## src/rtl/gf180mcu_osu_sc_12t_tiebank_seq.sv

```systemverilog
// rtl/gf180mcu_osu_sc_12t_tiebank_seq.sv - sequenced tie-off bank releasing groups of straps from SAFE_VAL to TIE_VAL
// Optional feature macro: GF180MCU_OSU_TIEBANK_OVERRIDE_EN (adds OVR / OVR_VAL override ports)
module gf180mcu_osu_sc_12t_tiebank_seq #(
  parameter int               WIDTH    = 8,
  parameter int               GROUPS   = 4,
  parameter int               STEP_CYC = 4,
  parameter logic [WIDTH-1:0] TIE_VAL  = '0,
  parameter logic [WIDTH-1:0] SAFE_VAL = '0
) (
  input  logic             CLK,
  input  logic             RN,
  input  logic             HOLD,
`ifdef GF180MCU_OSU_TIEBANK_OVERRIDE_EN
  input  logic             OVR,
  input  logic [WIDTH-1:0] OVR_VAL,
`endif
  output logic [WIDTH-1:0] Y,
  output logic             DONE
);

  // Bits per release group and counter widths; counters saturate, never wrap.
  localparam int GW  = WIDTH / GROUPS;
  localparam int SW  = $clog2(STEP_CYC + 1);
  localparam int GCW = $clog2(GROUPS + 1);

  localparam logic [SW-1:0]  STEP_LAST = SW'(STEP_CYC - 1);
  localparam logic [GCW-1:0] GRP_LAST  = GCW'(GROUPS - 1);

  typedef enum logic [1:0] {
    ST_SYNC = 2'd0,
    ST_STEP = 2'd1,
    ST_DONE = 2'd2
  } state_t;

  state_t          state;
  state_t          state_nxt;
  logic [1:0]      sync_q;
  logic            rst_sync;
  logic [SW-1:0]   step_cnt;
  logic [SW-1:0]   step_nxt;
  logic [GCW-1:0]  grp_cnt;
  logic [GCW-1:0]  grp_nxt;
  logic [WIDTH-1:0] y_nxt;
  logic [WIDTH-1:0] y_base;
  logic [WIDTH-1:0] y_implied;
  logic            done_nxt;
  logic            ovr_act;
  logic            ovr_fall;
  logic            hold_act;
  logic            step_hit;
  logic            last_grp;

`ifdef GF180MCU_OSU_TIEBANK_OVERRIDE_EN
  logic ovr_q;

  // Remember last sampled OVR so its falling edge can restore the group-correct pattern.
  always_ff @(posedge CLK or negedge RN) begin
    if (!RN) begin
      ovr_q <= 1'b0;
    end else begin
      ovr_q <= OVR;
    end
  end

  assign ovr_act  = OVR;
  assign ovr_fall = !OVR && ovr_q;
`else
  assign ovr_act  = 1'b0;
  assign ovr_fall = 1'b0;
`endif

  // Two-flop synchroniser for RN deassertion; assertion stays asynchronous.
  always_ff @(posedge CLK or negedge RN) begin
    if (!RN) begin
      sync_q <= 2'b00;
    end else begin
      sync_q <= {sync_q[0], 1'b1};
    end
  end

  assign rst_sync = sync_q[1];

  // HOLD is ignored while waiting on the synchroniser; SYNC has priority.
  assign hold_act = HOLD && (state != ST_SYNC);
  assign step_hit = (state == ST_STEP) && (step_cnt == STEP_LAST);
  assign last_grp = (grp_cnt == GRP_LAST);

  // State register.
  always_ff @(posedge CLK or negedge RN) begin
    if (!RN) begin
      state <= ST_SYNC;
    end else begin
      state <= state_nxt;
    end
  end

  // Next-state logic; an active override freezes the FSM.
  always_comb begin
    state_nxt = state;
    if (!ovr_act) begin
      case (state)
        ST_SYNC: begin
          if (rst_sync) begin
            state_nxt = ST_STEP;
          end
        end
        ST_STEP: begin
          if (hold_act) begin
            state_nxt = ST_STEP;
          end else if (step_hit && last_grp) begin
            state_nxt = ST_DONE;
          end
        end
        ST_DONE: begin
          if (hold_act) begin
            state_nxt = ST_STEP;
          end
        end
        default: state_nxt = ST_SYNC;
      endcase
    end
  end

  // Pattern implied by the release count: released groups at TIE_VAL, the rest at SAFE_VAL.
  always_comb begin
    y_implied = SAFE_VAL;
    for (int g = 0; g < GROUPS; g++) begin
      if (g < int'(grp_cnt)) begin
        y_implied[g*GW +: GW] = TIE_VAL[g*GW +: GW];
      end
    end
  end

  // Output/counter next values; Y and DONE are registered below so no input reaches them combinationally.
  always_comb begin
    y_base   = ovr_fall ? y_implied : Y;
    y_nxt    = y_base;
    done_nxt = DONE;
    step_nxt = step_cnt;
    grp_nxt  = grp_cnt;
    if (ovr_act) begin
`ifdef GF180MCU_OSU_TIEBANK_OVERRIDE_EN
      y_nxt = OVR_VAL;
`endif
    end else if (hold_act) begin
      y_nxt    = SAFE_VAL;
      done_nxt = 1'b0;
      step_nxt = '0;
      grp_nxt  = '0;
    end else begin
      case (state)
        ST_STEP: begin
          if (step_hit) begin
            for (int g = 0; g < GROUPS; g++) begin
              if (g == int'(grp_cnt)) begin
                y_nxt[g*GW +: GW] = TIE_VAL[g*GW +: GW];
              end
            end
            step_nxt = '0;
            grp_nxt  = grp_cnt + 1'b1;
            if (last_grp) begin
              done_nxt = 1'b1;
            end
          end else begin
            step_nxt = step_cnt + 1'b1;
          end
        end
        default: begin
          step_nxt = step_cnt;
          grp_nxt  = grp_cnt;
        end
      endcase
    end
  end

  // Datapath registers: tie outputs, done flag and sequencing counters.
  always_ff @(posedge CLK or negedge RN) begin
    if (!RN) begin
      Y        <= SAFE_VAL;
      DONE     <= 1'b0;
      step_cnt <= '0;
      grp_cnt  <= '0;
    end else begin
      Y        <= y_nxt;
      DONE     <= done_nxt;
      step_cnt <= step_nxt;
      grp_cnt  <= grp_nxt;
    end
  end

endmodule

```

## config.mk

```make
export PLATFORM = sky130hd
export DESIGN_NAME = gf180mcu_osu_sc_12t_tiebank_seq
export DESIGN_NICKNAME = d
export VERILOG_FILES = /design/src/rtl/gf180mcu_osu_sc_12t_tiebank_seq.sv
export SDC_FILE = /design/constraint.sdc
export NUM_CORES = 1
export LEC_CHECK = 0
export BUFFER_PORTS_ARGS = -buffer_cell sky130_fd_sc_hd__buf_2
export CAP_MARGIN = 10
export CORE_AREA = 8 8 45 47
export CTS_CLUSTER_DIAMETER = 120
export DETAILED_ROUTE_END_ITERATION = 8
export DIE_AREA = 0 0 53 55
export PLACE_DENSITY = 0.67
export SYNTH_ARGS = -nofsm -noshare
export SYNTH_HDL_FRONTEND = slang
export SYNTH_SLANG_ARGS = --single-unit
```

## constraint.sdc

```tcl
create_clock -name CLK -period 1.65 [get_ports CLK]
set_input_delay 0.165 -clock CLK [delete_from_list [all_inputs] [get_ports CLK]]
set_output_delay 0.165 -clock CLK [all_outputs]
set_load 0.01 [all_outputs]
```

==> flow_summary.yaml, run 1 <==
setup_path:
  r2r_cells: 5
  path_class: "reg -> reg"
  critPathCaptureType: "flop"
  reg2reg_to: "grp_cnt[2]"
  reg2reg_slack_ns: 0.23
  r2r_start: "grp_cnt[0]"
  required_ns: 1.80
  worstPathArrival_ns: 1.57
  start_kind: "flop"
  path_max_fanout: 4
cts:
  cts_made_buffers: 3
  clock-sinks: 11
  cts_buffer_depth: 2
  clk_pin_slew_ns: 0.06
  clkLatencyLatePin_ns: 0.26
  postCtsSetupBuffers: 0
  cts-htree-levels: 1
  cts_tree: "done"
  clockRootBuffer: "clkbuf_4"
synthesis:
  yosysSeqAreaShare_pct: 46.6
  synth_area_sq_um: 591
  yosys-top-cells-area: "dfrtp_1, buf_4, ha_1"
  synth.top_cell.area_share_pct: 46.6
  yosys_register_bits: 11
  ys_types: 26
  syn_avg_cell_area_sq_um: 9.68
  synth_cells: 61
  yosysTopAreaCell: "dfrtp_1"
  ys_warn_count: 0
finish:
  drive_gt1_share_pct: 13.4
  n_antenna_cell: 0
  nets: 74
  final_common_cell: "dfrtp_1"
  mostFrequentLayoutCells: "dfrtp_1, conb_1, o21ai_0"
  syn_to_final_growth_pct: 6.14
  fin_cells: 83
power:
  power.leakage_nw: 0.318
  ir_worst_vdd_v: 0.000453
  power_density_mw_per_mm2: 813
detailed_routing:
  drt_first_pass_iters: 4
  wl_per_cell_um: 11.3
  drc_errors: 0
  vias_per_cell: 4.84
  drtIter0Drc: 2
  drtAntennaViolNets: 0
  vias: 402
  detail_route.wirelength_um: 936
worst_hold_path:
  hold_path.class: "in -> reg"
  min-delay-start: "HOLD"
  hold_end: "state[1]"
  hold_path_depth: 2
timing:
  slew_violations: 0
  period_minus_slack_ns: 1.42
  hold_viol: 0
  finalSetupViolations: 0
  max_freq_mhz: 704
  tns_ns: 0
  rsz0062_at_grt: "false"
  period_share_pct: 86.0
  finClkSkew_ns: 0.00218
placement:
  place_hpwl_um: 736
  place.gp.congestion: 0.775
  place_inst: 78
  io_buffers: 3
floorplanning:
  die_w_um: 53
  die_area_sq_mm: 0.00292
  die_h_um: 55
  rows: 14
  ios: 12
  start_util_pct: 42.7
  core_sq_mm: 0.00138
run:
  maxCapViolations: 0
status:
  status: "finished, final reports clean"
global_route:
  globalRouteOverflowTotal: 0
  grt_pass1_wl_um: 1590
  grt_max_degree: 13
  antenna_found_initial: 0
  grtUsageTotal_pct: 7.34
  first_global_vias: 370
[layer usage]
| metal | GRT usage (%) | routed length, um |
|---|---|---|
| met5 | 0 | 0 |
| met1 | 7.49 | 389 |
| met2 | 13.1 | 472 |
| met3 | 4.81 | 75 |
| met4 | 0 | 0 |
[stage by stage]
step | cell area, sq um | util (%) | setup slack [ns] | power (mW) | hold slack, ns
floorplan | 617 | - | 0.281 | 0.338 | -0.131
global placement | 591 | 42.7 | 0.247 | 0.340 | 0.0457
detailed placement | 591 | 42.7 | 0.231 | 0.341 | 0.0459
CTS | 627 | 45.3 | 0.226 | 0.522 | 0.151
global route | 627 | 45.3 | 0.172 | 0.543 | 0.164
finish | 627 | 45.3 | 0.230 | 0.510 | 0.156
[cells in the mapped netlist]
library cell	n
nand3_1	1
nand2_1	2
nor2_1	4
nand4_1	1
o21a_1	1
o2bb2ai_1	1
inv_2	1
o21ai_1	1
inv_1	3
a21oi_1	3
conb_1	2
a21o_1	2
nor3_1	1
buf_4	8
o21ai_0	5
nor2b_2	1
ha_1	3
or4_1	1
a32o_1	2
clkbuf_1	1
nand3b_1	1
a32oi_1	1
dfrtp_1	11
buf_2	1
nor2b_1	2
and3_1	1
[final cells by class]
type / instances / area, sq um
flip-flops and latches: 11 / 275
clock buffers: 4 / 26.3
fillers: 145 / 757
inverters: 4 / 15.0
repair buffers: 5 / 32.5
well taps: 16 / 20.0
multi-input cells: 43 / 258
[how the worst max path moves through the flow]
stage | start | end | slack (ns) | cells past startpoint
2_1_floorplan | grp_cnt[0] | grp_cnt[2] | 0.28 | 5
3_3_place_gp | grp_cnt[0] | grp_cnt[2] | 0.25 | 5
3_5_place_dp | grp_cnt[0] | grp_cnt[2] | 0.23 | 5
4_1_cts | grp_cnt[0] | grp_cnt[2] | 0.23 | 5
5_1_grt | grp_cnt[0] | grp_cnt[2] | 0.17 | 5
6_report | grp_cnt[0] | grp_cnt[2] | 0.23 | 5
[report_power, final]
group          internal (mW)  switching (mW)
Clock                 0.0933          0.0785
Sequential             0.281         0.00670
Combinational         0.0185          0.0316
Total                  0.393           0.117
[sequential cells by signal, indices dropped and copies added (netlist names)]
| name | cells |
|---|---|
| DONE | 1 |
| grp_cnt | 3 |
| state | 2 |
| step_cnt | 3 |
| sync_q | 2 |
[worst max-delay path, cell delays in order, from the launching register on]
cell	delay (ns)
dfrtp_1	0.40
ha_1	0.21
ha_1	0.27
nor2_1	0.04
a32o_1	0.26
a21o_1	0.14
[kinds of logic (layout without fill, tap and decap cells)]
family	after synthesis	count (layout)	synth area share, %
compound gates	16	16	17.8
fa+ha+maj	3	3	6.36
buf+inv	14	13	14.2
flops	11	11	46.6
other cells	2	9	1.27
simple gates	15	15	13.8
[repair_timing]
item,4_1_cts,5_1_grt
hold buffers,1,0
hold endpoints to repair,11,0
resized for setup,0,0
(Power assumes the default switching activity.)
==> run 2: changes to the inputs <==
- CORE_AREA: 8 8 45 47 -> unset
- CORE_MARGIN: unset -> 8
- CORE_UTILIZATION: unset -> 25
- DIE_AREA: 0 0 53 55 -> unset
- PLACE_DENSITY: 0.67 -> unset
==> flow_summary.yaml, run 2 (same netlist as run 1, synthesis figures left out) <==
global_route:
  grt_pass1_wl_um: 1840
  first_global_vias: 416
  antenna_found_initial: 0
  grtUsageTotal_pct: 5.68
  globalRouteOverflowTotal: 0
  grt_max_degree: 13
setup_path:
  path_depth: 5
  r2r_cells: 5
  path_class: "reg -> reg"
  path_max_fanout: 4
  worst_path_max_delay_cell: "dfrtp_1"
  required_ns: 1.82
  start_kind: "flop"
  crit_chain: "ha_1, ha_1, nor2_1, a32o_1, a21o_1"
  startpoint: "grp_cnt[0]"
  reg2reg_to: "grp_cnt[2]"
  critical_path_buf_inv_count: 0
  crit_path_frequent_cell: "ha_1"
  reg2reg_slack_ns: 0.21
  worstPathArrival_ns: 1.61
  r2r_start: "grp_cnt[0]"
  crit_family: "adder cells"
  critPathCaptureType: "flop"
  crit_path_max_incr_delay_ns: 0.41
placement:
  place_hpwl_um: 767
  place_inst: 90
  io_buffers: 3
  place.gp.congestion: 0.779
  dpl_cell_area_sq_um: 606
detailed_routing:
  drc_errors: 0
  drtIter0Drc: 5
  drtAntennaViolNets: 0
  drt_first_pass_iters: 4
  vias_per_cell: 4.36
  detail_route.wirelength_um: 1040
  wl_per_cell_um: 11.0
  vias: 414
status:
  status: "finished, final reports clean"
cts:
  cts_buffer_depth: 2
  clock-sinks: 11
  cts_tree: "done"
  cts-htree-levels: 1
  cts_made_buffers: 3
  clockRootBuffer: "clkbuf_4"
  clk_pin_slew_ns: 0.07
  clkLatencyLatePin_ns: 0.27
  postCtsSetupBuffers: 0
worst_hold_path:
  min-delay-start: "HOLD"
  hold_path.class: "in -> reg"
  hold_end: "state[1]"
  hold_path_depth: 2
timing:
  tns_ns: 0
  finalSetupViolations: 0
  hold_viol: 0
  max_freq_mhz: 694
  slew_violations: 0
  period_minus_slack_ns: 1.44
  rsz0062_at_grt: "false"
  finClkSkew_ns: 0.000390
  period_share_pct: 87.4
  hold-worst-slack_ns: 0.135
floorplanning:
  die_h_um: 64.6
  die_w_um: 64.6
  rows: 17
  core_sq_mm: 0.00223
  ios: 12
  die_area_sq_mm: 0.00417
  start_util_pct: 26.4
finish:
  stdcell_area_sq_um: 642
  nets: 74
  syn_to_final_growth_pct: 8.69
  top_regs: "grp_cnt (3), step_cnt (3)"
  final_common_cell: "dfrtp_1"
  n_antenna_cell: 0
  drive_gt1_share_pct: 13.4
  mostFrequentLayoutCells: "dfrtp_1, conb_1, o21ai_0"
  fin_cells: 95
run:
  maxCapViolations: 0
power:
  power_density_mw_per_mm2: 816
  power.leakage_nw: 0.318
  ir_worst_vdd_v: 0.000402
-- run 2: cell counts in the layout (fill, tap and decap cells not counted) --
Identical to the previous run, type by type.
-- run 2: worst max-delay path by stage --
stage | to | slack [ns]
floorplan | grp_cnt[2] | 0.28
global placement | grp_cnt[2] | 0.25
detailed placement | grp_cnt[2] | 0.23
CTS | grp_cnt[2] | 0.21
global route | grp_cnt[2] | 0.14
finish | grp_cnt[2] | 0.21
-- run 2: power breakdown --
part           switching (mW)  internal (mW)
Clock                  0.0902         0.0937
Combinational          0.0328         0.0187
Sequential            0.00736          0.281
Total                   0.130          0.393
-- run 2: cell type report --
class / count / area, sq um
timing repair buffer: 5 / 32.5
clock buffer: 4 / 26.3
multi-input combinational: 43 / 258
inverter: 4 / 15.0
sequential: 11 / 275
fill: 242 / 1590
tap: 28 / 35.0
-- run 2: through the flow --
stage                     setup slack (ns)  utilization (%)  total power, mW
after floorplan                      0.281                -            0.338
after global placement               0.247             27.1            0.340
after detailed placement             0.228             27.1            0.343
after CTS                            0.210             28.7            0.533
after global routing                 0.142             28.7            0.555
final                                0.209             28.7            0.524
-- run 2: layer usage --
| layer | share of wire (%) | track usage, % | up-vias | routed length, um |
|---|---|---|---|---|
| met5 | 0 | 0 | - | 0 |
| met4 | 2.8 | 4.09 | 0 | 29 |
| met3 | 7.3 | 2.41 | 5 | 76 |
| met2 | 46 | 8.82 | 12 | 478 |
| met1 | 44 | 6.10 | 189 | 456 |
| li1 | - | - | 208 | - |
-- run 2: timing repair --
action                                 in CTS  in global routing
hold buffers                                1                  0
setup endpoints to repair                   0                  0
endpoints found under the hold margin      11                  0
gates resized for setup                     0                  0
==> run 3: changes to the inputs <==
- CORE_ASPECT_RATIO: unset -> 1.2
==> flow_summary.yaml, run 3 (same netlist as run 1, synthesis figures left out) <==
finish:
  syn_to_final_growth_pct: 9.32
  n_antenna_cell: 0
  top_regs: "grp_cnt (3), step_cnt (3)"
  final_common_cell: "dfrtp_1"
  nets: 74
  drive_gt1_share_pct: 13.4
  mostFrequentLayoutCells: "dfrtp_1, conb_1, o21ai_0"
worst_hold_path:
  hold_path.class: "in -> reg"
  hold_end: "state[1]"
  hold_path_depth: 2
  min-delay-start: "HOLD"
cts:
  cts-htree-levels: 1
  clockRootBuffer: "clkbuf_4"
  clock-sinks: 11
  postCtsSetupBuffers: 0
  cts_tree: "done"
  cts_buffer_depth: 2
  cts_made_buffers: 3
  clk_pin_slew_ns: 0.07
  clkLatencyLatePin_ns: 0.27
detailed_routing:
  vias: 405
  wl_per_cell_um: 11.1
  drtIter0Drc: 7
  vias_per_cell: 4.13
  drc_errors: 0
  drt_first_pass_iters: 4
  detail_route.wirelength_um: 1090
  drtAntennaViolNets: 0
placement:
  place_hpwl_um: 803
  io_buffers: 3
  place.gp.congestion: 0.788
  pre_cts_ws_ns: 0.227
timing:
  tns_ns: 0
  finalWorstSetupSlack_ns: 0.222
  max_freq_mhz: 700
  rsz0062_at_grt: "false"
  period_share_pct: 86.5
  period_minus_slack_ns: 1.43
  finalSetupViolations: 0
  slew_violations: 0
  hold_viol: 0
  finClkSkew_ns: 0.00327
setup_path:
  worst_path_max_delay_cell: "dfrtp_1"
  path_max_fanout: 4
  crit_chain: "ha_1, ha_1, nor2_1, a32o_1, a21o_1"
  start_kind: "flop"
  worstPathArrival_ns: 1.59
  required_ns: 1.82
  crit_path_frequent_cell: "ha_1"
  startpoint: "grp_cnt[0]"
  reg2reg_to: "grp_cnt[2]"
  critPathCaptureType: "flop"
  critical_path_buf_inv_count: 0
  path_class: "reg -> reg"
  crit_path_max_incr_delay_ns: 0.41
  crit_family: "adder cells"
  r2r_start: "grp_cnt[0]"
  r2r_cells: 5
  reg2reg_slack_ns: 0.22
  path_depth: 5
floorplanning:
  die_h_um: 69.2
  rows: 19
  start_util_pct: 26.1
  die_w_um: 60.4
  ios: 12
  core_sq_mm: 0.00226
  die_area_sq_mm: 0.00418
global_route:
  grt_pass1_wl_um: 1700
  grtUsageMet1_pct: 5.68
  grtUsageTotal_pct: 5.18
  first_global_vias: 404
  grt.busiest_layer: "met2"
  met3_usage_pct: 1.11
  globalRouteOverflowTotal: 0
  antenna_found_initial: 0
  grt_max_degree: 13
  use_met2_pct: 7.98
power:
  power.share.clock_pct: 35.1
  intPower_mw: 0.393
  power_frac_comb_pct: 9.9
  ir_worst_vdd_v: 0.000472
  seqPwrFrac_pct: 55.0
  power.leakage_nw: 0.318
  switching_power_mw: 0.129
  p_sw_share_pct: 24.8
  power_density_mw_per_mm2: 809
status:
  status: "finished, final reports clean"
run:
  maxCapViolations: 0
[run 3: cell counts in the layout (fill, tap and decap cells not counted)]
Identical to the previous run, type by type.
[run 3: through the flow]
| stage | power, mW | cells | hold slack (ns) | instance area, sq um | util [%] |
|---|---|---|---|---|---|
| floorplan | 0.338 | 68 | -0.131 | 617 | - |
| global placement | 0.341 | 93 | 0.0462 | 609 | 27.0 |
| detailed placement | 0.343 | 93 | 0.0478 | 609 | 27.0 |
| CTS | 0.527 | 98 | 0.145 | 646 | 28.6 |
| global route | 0.542 | 98 | 0.165 | 646 | 28.6 |
| finish | 0.523 | 98 | 0.154 | 646 | 28.6 |
[run 3: power by group through the flow]
stage                     sequential, mW  combinational (mW)  clock [mW]
after floorplan                    0.291              0.0466           0
after global placement             0.293              0.0479           0
after detailed placement           0.293              0.0498           0
after CTS                          0.288              0.0510       0.189
after global routing               0.289              0.0590       0.194
final                              0.288              0.0517       0.183
[run 3: per-layer routing]
layer  vias to the layer above  wire length (um)
met5                         -                 0
met1                       186               447
li1                        205                 -
met2                        10               529
met3                         4                76
met4                         0                33
[run 3: cell type report]
cell class / instances / area [sq um]
Tap cell: 31 / 38.8
Timing Repair Buffer: 5 / 32.5
Fill cell: 238 / 1610
Clock buffer: 4 / 26.3
Sequential cell: 11 / 275
Multi-Input combinational cell: 43 / 258
Inverter: 4 / 15.0
[run 3: worst max-delay path by stage]
stage,endpoint
6_report,grp_cnt[2]
5_1_grt,grp_cnt[1]
4_1_cts,grp_cnt[2]
3_5_place_dp,grp_cnt[2]
3_3_place_gp,grp_cnt[2]
2_1_floorplan,grp_cnt[2]
[run 3: what timing repair did]
action | CTS | global route
hold buffers | 1 | 0
endpoints found under the hold margin | 11 | 0
gates resized for setup | 0 | 0
